**src/rtl/qdiv_seq.sv**
```systemverilog
// Sequential sign-magnitude Q-format divider: restoring shift-subtract,
// one quotient bit per clock, start/busy/done handshake.
module qdiv_seq #(
    parameter int Q = 15,
    parameter int N = 32
) (
    input  logic         clk,
    input  logic         rst,
    input  logic         start,
    input  logic [N-1:0] dividend,
    input  logic [N-1:0] divisor,
    output logic [N-1:0] quotient,
    output logic         busy,
    output logic         done,
    output logic         ovf,
    output logic         div_zero
);

    localparam int ITER = N - 1 + Q;
    localparam int CW   = $clog2(ITER + 1);

    typedef enum logic [1:0] {
        S_IDLE,
        S_CALC,
        S_DONE
    } state_t;

    state_t          state_q, state_d;
    logic [ITER-1:0] ext_q, ext_d;
    logic [N-1:0]    rem_q, rem_d;
    logic [ITER-1:0] quo_q, quo_d;
    logic [N-2:0]    mag_b_q, mag_b_d;
    logic            sign_q, sign_d;
    logic [CW-1:0]   cnt_q, cnt_d;
    logic [N-1:0]    quotient_q, quotient_d;
    logic            busy_q, busy_d;
    logic            done_q, done_d;
    logic            ovf_q, ovf_d;
    logic            div_zero_q, div_zero_d;

    logic [N:0]      rem_shift;
    logic            rem_ge;
    logic [ITER-1:0] quo_next;
    logic            ovf_hi;
    logic [N-2:0]    mag_res;
    logic            sign_res;

    always_comb begin
        // One restoring step; the shifted remainder gets an extra MSB so the
        // compare against |b| never wraps.
        rem_shift = {rem_q, ext_q[ITER-1]};
        rem_ge    = (rem_shift >= {2'b00, mag_b_q});
        quo_next  = ITER'({quo_q, rem_ge});
        ovf_hi    = |quo_next[ITER-1:N-1];
        mag_res   = ovf_hi ? {(N-1){1'b1}} : quo_next[N-2:0];
        sign_res  = sign_q & (mag_res != '0);

        state_d    = state_q;
        ext_d      = ext_q;
        rem_d      = rem_q;
        quo_d      = quo_q;
        mag_b_d    = mag_b_q;
        sign_d     = sign_q;
        cnt_d      = cnt_q;
        quotient_d = quotient_q;
        busy_d     = busy_q;
        done_d     = 1'b0;
        ovf_d      = ovf_q;
        div_zero_d = div_zero_q;

        case (state_q)
            S_IDLE: begin
                if (start) begin
                    ovf_d      = 1'b0;
                    div_zero_d = 1'b0;
                    sign_d     = dividend[N-1] ^ divisor[N-1];
                    ext_d      = ITER'(dividend[N-2:0]) << Q;
                    mag_b_d    = divisor[N-2:0];
                    rem_d      = '0;
                    quo_d      = '0;
                    if (divisor[N-2:0] == '0) begin
                        state_d    = S_DONE;
                        done_d     = 1'b1;
                        div_zero_d = 1'b1;
                        quotient_d = (dividend[N-2:0] != '0)
                                   ? {dividend[N-1], {(N-1){1'b1}}} : '0;
                    end else begin
                        state_d = S_CALC;
                        busy_d  = 1'b1;
                        cnt_d   = CW'(ITER);
                    end
                end
            end
            S_CALC: begin
                rem_d = rem_ge ? N'(rem_shift - {2'b00, mag_b_q}) : rem_shift[N-1:0];
                quo_d = quo_next;
                ext_d = ext_q << 1;
                cnt_d = cnt_q - CW'(1);
                if (cnt_q == CW'(1)) begin
                    state_d    = S_DONE;
                    busy_d     = 1'b0;
                    done_d     = 1'b1;
                    quotient_d = {sign_res, mag_res};
                    ovf_d      = ovf_hi;
                end
            end
            S_DONE: begin
                state_d = S_IDLE;
            end
            default: begin
                state_d = S_IDLE;
                busy_d  = 1'b0;
            end
        endcase
    end

    always_ff @(posedge clk) begin
        if (rst) begin
            state_q    <= S_IDLE;
            ext_q      <= '0;
            rem_q      <= '0;
            quo_q      <= '0;
            mag_b_q    <= '0;
            sign_q     <= 1'b0;
            cnt_q      <= '0;
            quotient_q <= '0;
            busy_q     <= 1'b0;
            done_q     <= 1'b0;
            ovf_q      <= 1'b0;
            div_zero_q <= 1'b0;
        end else begin
            state_q    <= state_d;
            ext_q      <= ext_d;
            rem_q      <= rem_d;
            quo_q      <= quo_d;
            mag_b_q    <= mag_b_d;
            sign_q     <= sign_d;
            cnt_q      <= cnt_d;
            quotient_q <= quotient_d;
            busy_q     <= busy_d;
            done_q     <= done_d;
            ovf_q      <= ovf_d;
            div_zero_q <= div_zero_d;
        end
    end

    assign quotient = quotient_q;
    assign busy     = busy_q;
    assign done     = done_q;
    assign ovf      = ovf_q;
    assign div_zero = div_zero_q;

endmodule
```
**config.mk**
```make
export PLATFORM = sky130hd
export DESIGN_NAME = qdiv_seq
export DESIGN_NICKNAME = d
export VERILOG_FILES = /design/src/rtl/qdiv_seq.sv
export SDC_FILE = /design/constraint.sdc
export NUM_CORES = 1
export LEC_CHECK = 0
export ABC_CLOCK_PERIOD_IN_PS = 4390
export BUFFER_PORTS_ARGS = -buffer_cell sky130_fd_sc_hd__buf_2
export CAP_MARGIN = 20
export CORE_MARGIN = 2
export CORE_UTILIZATION = 40
export CTS_BUF_LIST = sky130_fd_sc_hd__clkbuf_8
export DETAILED_ROUTE_END_ITERATION = 7
export PLACE_DENSITY = 0.62
export SKIP_LAST_GASP = 1
export SYNTH_ARGS = -nofsm -noshare
export SYNTH_HDL_FRONTEND = slang
export SYNTH_SLANG_ARGS = --single-unit
export TNS_END_PERCENT = 10
```
**constraint.sdc**
```tcl
create_clock -name clk -period 4.39 [get_ports clk]
set_clock_uncertainty 0.15 [all_clocks]
set_input_delay 0.439 -clock clk [delete_from_list [all_inputs] [get_ports clk]]
set_output_delay 0.439 -clock clk [all_outputs]
set_load 0.01 [all_outputs]
```
Yosys cells after proc, flatten, opt, wreduce, memory -nomap -nowiden. Cells that the tools add are included.

Magnitude comparators: 1. Bitwise operators: 3. Reductions and logical operators: 13. Eq/ne operators: 7. Add/subtract/negate cells: 2. Multiplexer cells: 31.

Operator list (count): $mux 32 (6); $pmux 32 s2 (2); $pmux 46 s2 (1); $pmux 45 s2 (1); $reduce_bool 31->1 (2); $mux 46 (1); $mux 45 (1); $ge 33x31->1 (1); $sub 32x31->32 (1); $logic_not 31->1 (1); $mux 31 (1); $reduce_or 15->1 (1); $mux 6 (2); $pmux 6 s2 (1); $mux 1 (8); $ne 2x2->1 const B (4); $reduce_and 4->1 (2); $eq 6x1->1 const B (1); $mux 2 (3); $reduce_and 2->1 (3); $reduce_and 3->1 (2); $sub 6x1->6 const B (1); $pmux 1 s2 (2); $pmux 2 s2 (1); other kinds (8) (8).

Logic and storage cells: 69. Bits of input ports: 67. Register bits after elaboration: 199.

Depth between registers and ports, before layout. Gate-level depths: netlist of the first run.

Depth in word-level cells: 6. Depth in mapped cells: 14. Gate-level depth less buffers: 12.

Least setup slack after synthesis of the first run. OpenSTA, ideal clock, no wires.

Path type: flip-flop to flip-flop. Start: register mag_b_q[6]. End: register rem_q[28]. Setup slack: 1.271 ns. Period minus slack after synthesis: 3.119 ns. Stages on the path, launching flop included: 12. Arrival time: 2.847 ns. Cell sequence: dfxtp_1 > inv_1 > ha_1 > a211o_1 > o41ai_2 > o41ai_2 > nor4_2 > nor4b_2 > or2_1 > buf_6 > mux2_4 > a221o_1.

Word-level cells in the longest chain between the ends: 3. Elaborated cells between the ends (all ways): 4. Classes of those cells: 1 x add/sub; 1 x order compare; 2 x mux.

Ends and longest elaborated chain: start, declared (RTL line 32) `logic [N-2:0] mag_b_q, mag_b_d;`; start signal, assigned (RTL line 136) `mag_b_q <= mag_b_d;`; $sub 32x31->32 / $ge 33x31->1 (equally long branches) (RTL line 95, 52); $mux 32 (*) (RTL line 95) `rem_d = rem_ge ? N'(rem_shift - {2'b00, mag_b_q}) : rem_shift[N-1:0];`; $pmux 32 s2 (*) (RTL line 71) `case (state_q)`; end signal, assigned (RTL line 134) `rem_q <= rem_d;`; end, declared (RTL line 30) `logic [N-1:0] rem_q, rem_d;`.

Mark *: on every way between the ends. The rest lies on a longest branch, timed or not. A chain may end at the register's enable or synchronous reset.

Worst setup path after layout of the first run. Same ends and word-level chain as after synthesis.

==> run metrics, run 1 <==
shortest period the worst path allows 3.656 ns; CTS tree yes; combinational share of power a little under half; synthesized area just under 0.009 mm2; main flop type after synthesis dfxtp_1; Cells after Synth 1,131; sequential fraction of the synthesis area around two fifths; Power Internal 0.003471 W; Final Util between 40% and 50%; R2R Path Start mag_b_q[6]; Rel. slew slack 31.00%; status finished, final reports clean; GRT Total Usage a little under a fifth; dpl ws 0.7740 ns; DRT iter0 DRCs 449; initial core utilization 40.84%; unrepaired setup endpoints after global routing no; # resized after CTS 0; crit path kind register to register; Diodes inserted 0; CTS Hold Buffers Added 0; Switching Fraction between 40 and 50%; total number of vias between 7,000 and 8,000; VDD IR max approximately 300 uV; gpl congestion 0.8748; Fmax 273.5 MHz; CP Launch Point mag_b_q[6]; setup_tns 0 ns; Setup Buffers After CTS 0; core area between 0.02 and 0.025 mm2; Final WS setup 0.7339 ns; I/O pin total a little over 100; PortBufs about 100; NetSw about 0.0024 W; Post-synth ARST share 0%; CTS sink cnt roughly 180; Hold Crit Class input pin to register; endpoint class of the critical path register; Leakage about 4.0 nW; Yosys reg bits around 180; Max stage delay on crit path between 0.5 and 0.6 ns; wire length per cell 15.01 um; DRT Wirelength approximately 22 mm; YS warnings 0; Final Hold Viols 0; Root Buffer clkbuf_8; first-pass GRT wire length 36.91 mm; antenna viol nets, final 0; number of max-cap violations 0; min-delay src divisor[18]; Slew @ Worst Pin just over 1 ns; Vias per Instance 5.372; Remaining Overflow, GRT 0; HPWL Detailed about 16 mm; Mapped Avg Cell Area 7.880 um2; power density over the cells about 580 mW/mm2; Post-synth EDFFs 0; Non-Filler Instances 1,489; CP Data Required Time between 4 and 5 ns; Max Slew Vio Count 0; initial antenna violation count 0; H-tree levels 4; Chip Width between 150 and 200 um; CTS Buffer Depth 2; most common cell after layout, fill and taps aside nand2_1; die height about 150 um; Distinct cells, synth 60; Mapped Nets 1,232; vias in the first global route roughly 7,600; # setup viols final 0; area of the die between 0.02 and 0.025 mm2; Layout Nets approximately 1,300; critical-path cell list inv_1 > ha_1 > a211o_1 > a2bb2oi_1 > o41ai_2 > o41ai_2 > nor4_2 > nor4b_2 > or2_1 > mux2_4 > a221o_1; most used cell along the critical path o41ai_2; CTS Buf Count 17; Crit-path slowest cell nor4b_2; Clock transition at path regs about 0.10 ns; Critical Path Source Type register; drt drc 0; commonest cells after routing, fill and taps aside nand2_1 (231), dfxtp_1 (184), nor2_1 (121); Power, Total between 0.005 and 0.006 W; arrival time of the worst setup path slightly below 4 ns; DRT Pass-1 Iters 5; Reg power frac around 33%; placed insts 1,457; Site Rows 54; Synth-to-Final Area Change 12.76%; Max FO, Critical Path 11; clk_lat worst skew 0.47 ns; largest net degree at the start of global routing 89; period utilization a little over four fifths; share of cells above drive strength 1 13.81%; Clock power frac slightly above 20%
stage by stage:
stage	hold slack, ns	instance area [um2]
final	0.06876	10050
after global routing	0.05329	10050
after CTS	0.03103	10050
after detailed placement	0.2965	9620
after global placement	0.2877	9620
after floorplan	0.2765	8912
power groups by stage:
stage | Clock (W) | Combinational, W | Sequential [W]
global placement | 0 | 0.00271 | 0.00196
finish | 0.00120 | 0.00274 | 0.00192
CTS | 0.00123 | 0.00273 | 0.00192
detailed placement | 0 | 0.00271 | 0.00196
floorplan | 0 | 0.00212 | 0.00195
global route | 0.00130 | 0.00304 | 0.00195
sequential cells by signal, indices dropped and copies added (netlist names):
name      count
quo_q        45
quotient     32
rem_q        32
ext_q        31
mag_b_q      31
cnt_q         6
state_q       2
busy          1
div_zero      1
done          1
ovf           1
sign_q        1
cell families after synthesis:
logic type / share of synthesized area (%)
flip-flops: 41.33
adder cells (fa/ha/maj): 4.858
buffers and inverters: 5.110
AO/OA/AOI/OAI: 21.18
XOR/XNOR: 2.948
multiplexers: 2.429
AND/OR/NAND/NOR: 22.14
worst max-delay path: cells and delay by family, from the launching register on:
family	cells	cell delay [ns]
and+or+nand+nor	3	1.14
DFF	1	0.34
buffers and inverters	1	0.04
muxes	1	0.34
AOI/OAI and AO/OA	5	1.17
adders and majority gates	1	0.36
final timing paths:
path	to	slack [ns]	cells past startpoint
max reg2reg	rem_q[28]	0.73	11
min reg2reg	mag_b_q[3]	0.31	2
min	mag_b_q[18]	0.07	3
max	rem_q[28]	0.73	11
synth_stat cells (3+ instances only):
library cell	instances	area, um2
a211o_1	3	26.28
a211oi_1	34	255.2
a21o_1	6	45.04
a21oi_1	99	495.5
a22o_1	3	26.28
a22oi_1	15	112.6
a311oi_1	32	280.3
a31oi_1	4	25.02
a32oi_1	8	70.07
a41oi_1	3	26.28
and3_1	3	18.77
buf_1	3	11.26
buf_6	3	33.78
clkbuf_1	64	240.2
dfxtp_1	184	3684
ha_1	33	412.9
inv_1	44	165.2
mux2i_1	19	190.2
nand2_1	231	867.1
nand2b_1	9	56.30
nand3_1	14	70.07
nand3b_1	3	22.52
nand4_1	9	56.30
nor2_1	124	465.5
nor2b_1	6	37.54
nor3_1	12	60.06
nor3b_1	4	30.03
nor4_1	24	150.1
o211ai_1	7	52.55
o21a_1	6	45.04
o21ai_0	52	260.3
o31ai_1	3	22.52
or2_2	4	25.02
or3_1	3	18.77
xnor2_1	16	140.1
xor2_1	14	122.6
layout make-up:
type,instances,area [um2]
clock inverters,15,195.2
flip-flops and latches,184,3684
clock buffers,17,234.0
inverters,44,165.2
repair buffers,117,625.6
multi-input cells,832,4796
well taps,280,350.3
fillers,2197,11770
per-layer routing:
metal  part of all wire, %  track usage (%)  vias up
met3                   3.2            3.657       22
met2                    48            31.78      116
met1                    47            24.15     3756
met4                   1.6            5.071        0
li1                      -                -     4105
met5                     0                0        -
(Power assumes the default switching activity.)
==> run 2, diff against run 1 <==
ABC_CLOCK_PERIOD_IN_PS = 3660   (was 4390)
clock period = 3.66 ns   (was 4.39 ns; I/O delays follow)
==> run 2 against run 1 <==
  * Setup slack worse by 0.40 ns
  * Clock-buffer cell count is 1 higher
  * First-iteration DRC count is 6.9% lower
  * Critical path type unchanged
  * Largest power group unchanged
  * Highest routed layer unchanged
==> run metrics, run 2 (same netlist as run 1, synthesis figures left out) <==
RR Endpoint rem_q[29]; R2R Path Start mag_b_q[6]; wire length per cell approximately 15 um; CTS Buffer Depth 2; VDD IR max approximately 320 uV; grt met3 use between 4 and 5%; Chip Width roughly 150 um; area of the die around 0.023 mm2; DRT Pass-1 Iters 5; Rel. slew slack roughly 31%; max reg flops 45; largest net degree at the start of global routing 88; crit path kind register to register; power density over the cells just under 700 mW/mm2; Synth-to-Final Area Change 17.16%; critical-path cell list inv_1 > ha_1 > a211o_1 > a2bb2oi_1 > o41ai_2 > o41ai_2 > nor4_2 > nor4b_2 > or2_1 > buf_4 > nand2_1 > o21ai_0; antenna viol nets, final 0; Vias per Instance between 5 and 6; endpoint class of the critical path register; met1 Usage GRT approximately a quarter; most common cell after layout, fill and taps aside nand2_1; CP Data Required Time around 3.9 ns; DRT Wirelength 23.20 mm; die height between 150 and 200 um; GRT Total Usage about a fifth; vias in the first global route ~8,000; most used cell along the critical path o41ai_2; # resized after CTS 0; Site Rows 54; crit path capture rem_q[29]; share of cells above drive strength 1 between 10% and 20%; met2 global-route usage between 30% and 40%; number of max-cap violations 0; status finished, final reports clean; Root Buffer clkbuf_8; CTS tree yes; I/O pin total just over 100; Crit-path slowest cell nor4b_2; Top Usage Layer GRT met2; initial antenna violation count 1; Register-to-Register Path Depth 12; CTS sink cnt 184; Critical Path Source Type register; setup_tns 0 ns; # setup viols final 0; Cell Area, Placed about 0.0096 mm2; clk_lat worst skew about 0.48 ns; Max FO, Critical Path 10; CTS Hold Buffers Added 37; first-pass GRT wire length around 40 mm; Max stage delay on crit path about 0.39 ns; CP Launch Point mag_b_q[6]; initial core utilization 40.84%; drt drc 0; DRT iter0 DRCs around 420; shortest period the worst path allows ~3.3 ns; Max Slew Vio Count 0; unrepaired setup endpoints after global routing no; fin area around 0.010 mm2; Remaining Overflow, GRT 0; HPWL Detailed around 16 mm; Leakage slightly above 4 nW; period utilization between 90% and 100%; Final Util a little under half; Biggest register quo_q; commonest cells after routing, fill and taps aside nand2_1 (231), dfxtp_1 (184), nor2_1 (121); Fmax 300.7 MHz; arrival time of the worst setup path around 3.6 ns; gpl congestion ~0.85; Setup Buffers After CTS 0; Slew @ Worst Pin about 1.0 ns; Final Hold Viols 0; total number of vias between 8,000 and 9,000; Layout Nets approximately 1,300; CTS Buf Count 17; core area 0.02182 mm2; flop2flop setup slack 0.33 ns; Hold Crit Class input pin to register; Clock transition at path regs around 0.11 ns; H-tree levels 4; PortBufs just over 100
run 2: changes by cell type in the layout (fill, tap and decap cells not counted), sizes merged:
cell         before  now
inv              52   53
buf             117  119
dlygate4sd3       0   37
diode             0    1
clkinvlp          0    1
clkinv            6    3
clkbuf           17   18
run 2: per-stage QoR:
step | instances | setup WS (ns) | total power [W] | hold slack, ns
floorplan | 1131 | 0.5414 | 0.004874 | 0.2765
global placement | 1459 | 0.4774 | 0.005660 | 0.2944
detailed placement | 1459 | 0.3277 | 0.005641 | 0.2989
CTS | 1528 | 0.2985 | 0.007123 | 0.001159
global route | 1528 | 0.02352 | 0.007608 | 0.001447
finish | 1529 | 0.3348 | 0.007101 | 0.01573
run 2: where the power goes:
part / switching [W] / total (W) / internal (W)
sequential: 0.000125 / 0.00231 / 0.00218
clock: 0.000844 / 0.00145 / 0.000602
combinational: 0.00190 / 0.00335 / 0.00144
run 2: metal layers:
metal | vias up | wire, um
met3 | 39 | 884
met2 | 138 | 11220
met4 | 0 | 403
met5 | - | 0
met1 | 3927 | 10690
li1 | 4176 | -
run 2: cell type report:
type	count	area (um2)
Sequential cell	184	3684
Clock inverter	14	172.7
Clock buffer	18	247.7
Fill cell	2154	11380
Tap cell	280	350.3
Antenna cell	1	2.502
Multi-Input combinational cell	832	4796
Inverter	44	165.2
Timing Repair Buffer	156	1023
run 2: critical path: cells and delay by family (launching register included):
kind,cells,cell delay [ns]
AND/OR/NAND/NOR,4,0.97
AO/OA/AOI/OAI,5,1.12
flip-flops,1,0.35
adder cells (fa/ha/maj),1,0.37
buffers and inverters,2,0.32
run 2: worst min-delay path by stage:
stage / start / to / slack [ns] / cells past startpoint
6_report: divisor[12] / mag_b_q[12] / 0.02 / 3
5_1_grt: dividend[1] / ext_q[16] / 0.001 / 3
4_1_cts: dividend[31] / quotient[31] / 0.001 / 3
3_5_place_dp: mag_b_q[3] / mag_b_q[3] / 0.30 / 2
3_3_place_gp: mag_b_q[18] / mag_b_q[18] / 0.29 / 2
2_1_floorplan: rem_q[31] / rem_q[31] / 0.28 / 2
==> run 3, diff against run 2 <==
ABC_AREA = 1   (was unset)
==> run 3 against run 2 <==
  * Combinational power is 4% lower
  * Critical endpoint is now quotient[10]
  * Via count is 23% higher
  * Non-clock buffer count is 13 lower
  * Flip-flop and latch count stayed put
  * Highest routed layer is now met5
  * Cell count is 31% higher
  * Register-to-register slack better by 0.49 ns
  * Fmax is 17% higher
  * Clock power hardly changed
  * Synthesized cell count is 38% higher
==> run metrics, run 3 <==
Leakage around 5.3 nW; initial antenna violation count 1; HPWL Detailed between 15 and 20 mm; Root Buffer clkbuf_8; area of the die 0.02659 mm2; # resized after CTS 0; Reg power frac around a third; DRT Pass-1 Iters 5; Site Rows a little under 60; arrival time of the worst setup path 3.09 ns; Remaining Overflow, GRT 0; Post-synth EDFFs 0; shortest period the worst path allows 2.837 ns; core area 0.02504 mm2; CTS Buf Count 17; status finished, final reports clean; Power, Total about 0.0070 W; I/O pin total ~100; Distinct cells, synth 41; H-tree levels 4; crit path kind register to register; synthesized area 0.01012 mm2; fin area roughly 0.012 mm2; Power Internal slightly below 0.004 W; Final WS setup a little over 0.8 ns; CTS tree yes; setup_tns 0 ns; CTS Hold Buffers Added 28; number of max-cap violations 0; first-pass GRT wire length roughly 46 mm; Biggest register quo_q; largest net degree at the start of global routing 88; Fmax between 300 and 400 MHz; initial core utilization around two fifths; placed insts 1,937; Non-Filler Instances about 2,000; Setup Buffers After CTS 0; # setup viols final 0; commonest cells after routing, fill and taps aside nand2_1 (490), inv_1 (200), dfxtp_1 (184); Vias per Instance ~5.1; total number of vias 10,160; CP Data Required Time about 3.9 ns; share of cells above drive strength 1 around 10%; Rel. slew slack around 34%; Yosys reg bits ~180; Synth area leader dfxtp_1; max reg flops 45; DRT Wirelength 28.20 mm; gpl congestion about 0.95; Cell Area, Placed 0.01083 mm2; drt drc 0; endpoint class of the critical path register; Hold Crit Class input pin to register; vias in the first global route 9,416; Synth-to-Final Area Change 14.12%; Max Slew Vio Count 0; commonest cells in the netlist nand2_1 (490), inv_1 (201), dfxtp_1 (184); antenna viol nets, final 0; die height ~160 um; main flop type after synthesis dfxtp_1; Diodes inserted 0; Mapped Nets roughly 1,700; Clock transition at path regs approximately 0.12 ns; fillcell total ~2,600; count leader, synth nand2_1; Cells after Synth 1,565; clk_lat worst skew 0.48 ns; power density over the cells slightly above 600 mW/mm2; CTS Buffer Depth 2; Layout Nets 1,755; VDD IR max 302.0 uV; unrepaired setup endpoints after global routing no; most common cell after layout, fill and taps aside nand2_1; wire length per cell 14.12 um; post-synth top area share a little over a third; Final Hold Viols 0; Chip Width 163.1 um; Critical Path Source Type register; sequential fraction of the synthesis area about 36%; GRT Total Usage a little over a fifth; Clock power frac approximately a fifth; period utilization between 70% and 80%; largest cells by area after synthesis dfxtp_1 (36%), nand2_1 (18%), a21oi_1 (7.8%), inv_1 (7.5%), o21ai_0 (5.2%); DRT iter0 DRCs about 700; YS warnings 0; Post-synth ARST share 0%; PortBufs 102; Switching Fraction between 40 and 50%; dpl ws 0.6372 ns; NetSw 0.003153 W; Slew @ Worst Pin 0.9861 ns; combinational share of power a little under half; Mapped Avg Cell Area 6.466 um2; CTS sink cnt between 150 and 200; Max FO, Critical Path 40
run 3: cell types whose count changed in the layout (fill, tap and decap cells not counted), moves of 34 or more:
cell,previous run,this run
a211oi_1,34,0
a21oi_1,99,156
inv_1,44,200
nand2_1,231,490
nand3_1,14,68
nand4_1,9,49
o21ai_0,52,105
run 3: routing by layer:
metal | track usage, % | vias to the layer above | part of all wire [%]
met4 | 5.229 | 2 | 1.6
li1 | - | 5236 | -
met5 | 0 | - | 0.046
met1 | 27.44 | 4679 | 46
met2 | 37.21 | 215 | 47
met3 | 3.758 | 31 | 4.5
run 3: stage by stage:
stage	utilization, %	hold slack, ns
after global placement	43.26	0.2934
final	46.13	0.008431
after floorplan	-	0.2800
after global routing	46.13	0.004810
after CTS	46.13	0.0002618
after detailed placement	43.26	0.3020
run 3: worst paths after layout:
path,slack (ns),depth (start not counted),endpoint,from
setup / recovery,0.82,11,quotient[10],state_q[1]
hold reg to reg,0.31,2,sign_q,sign_q
setup reg to reg,0.82,11,quotient[10],state_q[1]
hold / removal,0.008,3,mag_b_q[0],divisor[0]
run 3: critical path, cell delays in order (launching register included):
cell and delay [ns]:
dfxtp_1 0.34, inv_1 0.08, nand2_2 0.08, clkinv_2 0.44, nand2_1 0.31, o31ai_1 0.11
inv_2 0.06, nand2_2 0.08, nor2_4 0.55, buf_4 0.29, o21ai_0 0.10, a21oi_1 0.16
run 3: cells by family (layout without fill, tap and decap cells):
logic type,after synthesis,in the layout,share of synthesized area (%)
and+or+nand+nor,752,752,31.64
AOI/OAI and AO/OA,301,301,15.50
buffers and inverters,278,380,10.79
DFF,184,184,36.40
adders and majority gates,34,34,4.278
xor gates and xnor gates,16,16,1.385
run 3: area by class of cell:
cell class	instances	area (um2)	area share [%]
timing repair buffer	143	888.4	7.692
clock inverter	15	203.9	1.766
clock buffer	17	234.0	2.026
inverter	205	770.7	6.674
sequential	184	3684	31.90
multi-input combinational	1103	5355	46.37
tap	330	412.9	3.575
run 3: power groups by stage:
stage | Clock, W | Combinational (W) | Sequential [W]
after floorplan | 0 | 0.00245 | 0.00235
after CTS | 0.00152 | 0.00321 | 0.00231
after detailed placement | 0 | 0.00316 | 0.00235
after global routing | 0.00160 | 0.00364 | 0.00234
final | 0.00148 | 0.00321 | 0.00231
after global placement | 0 | 0.00314 | 0.00235
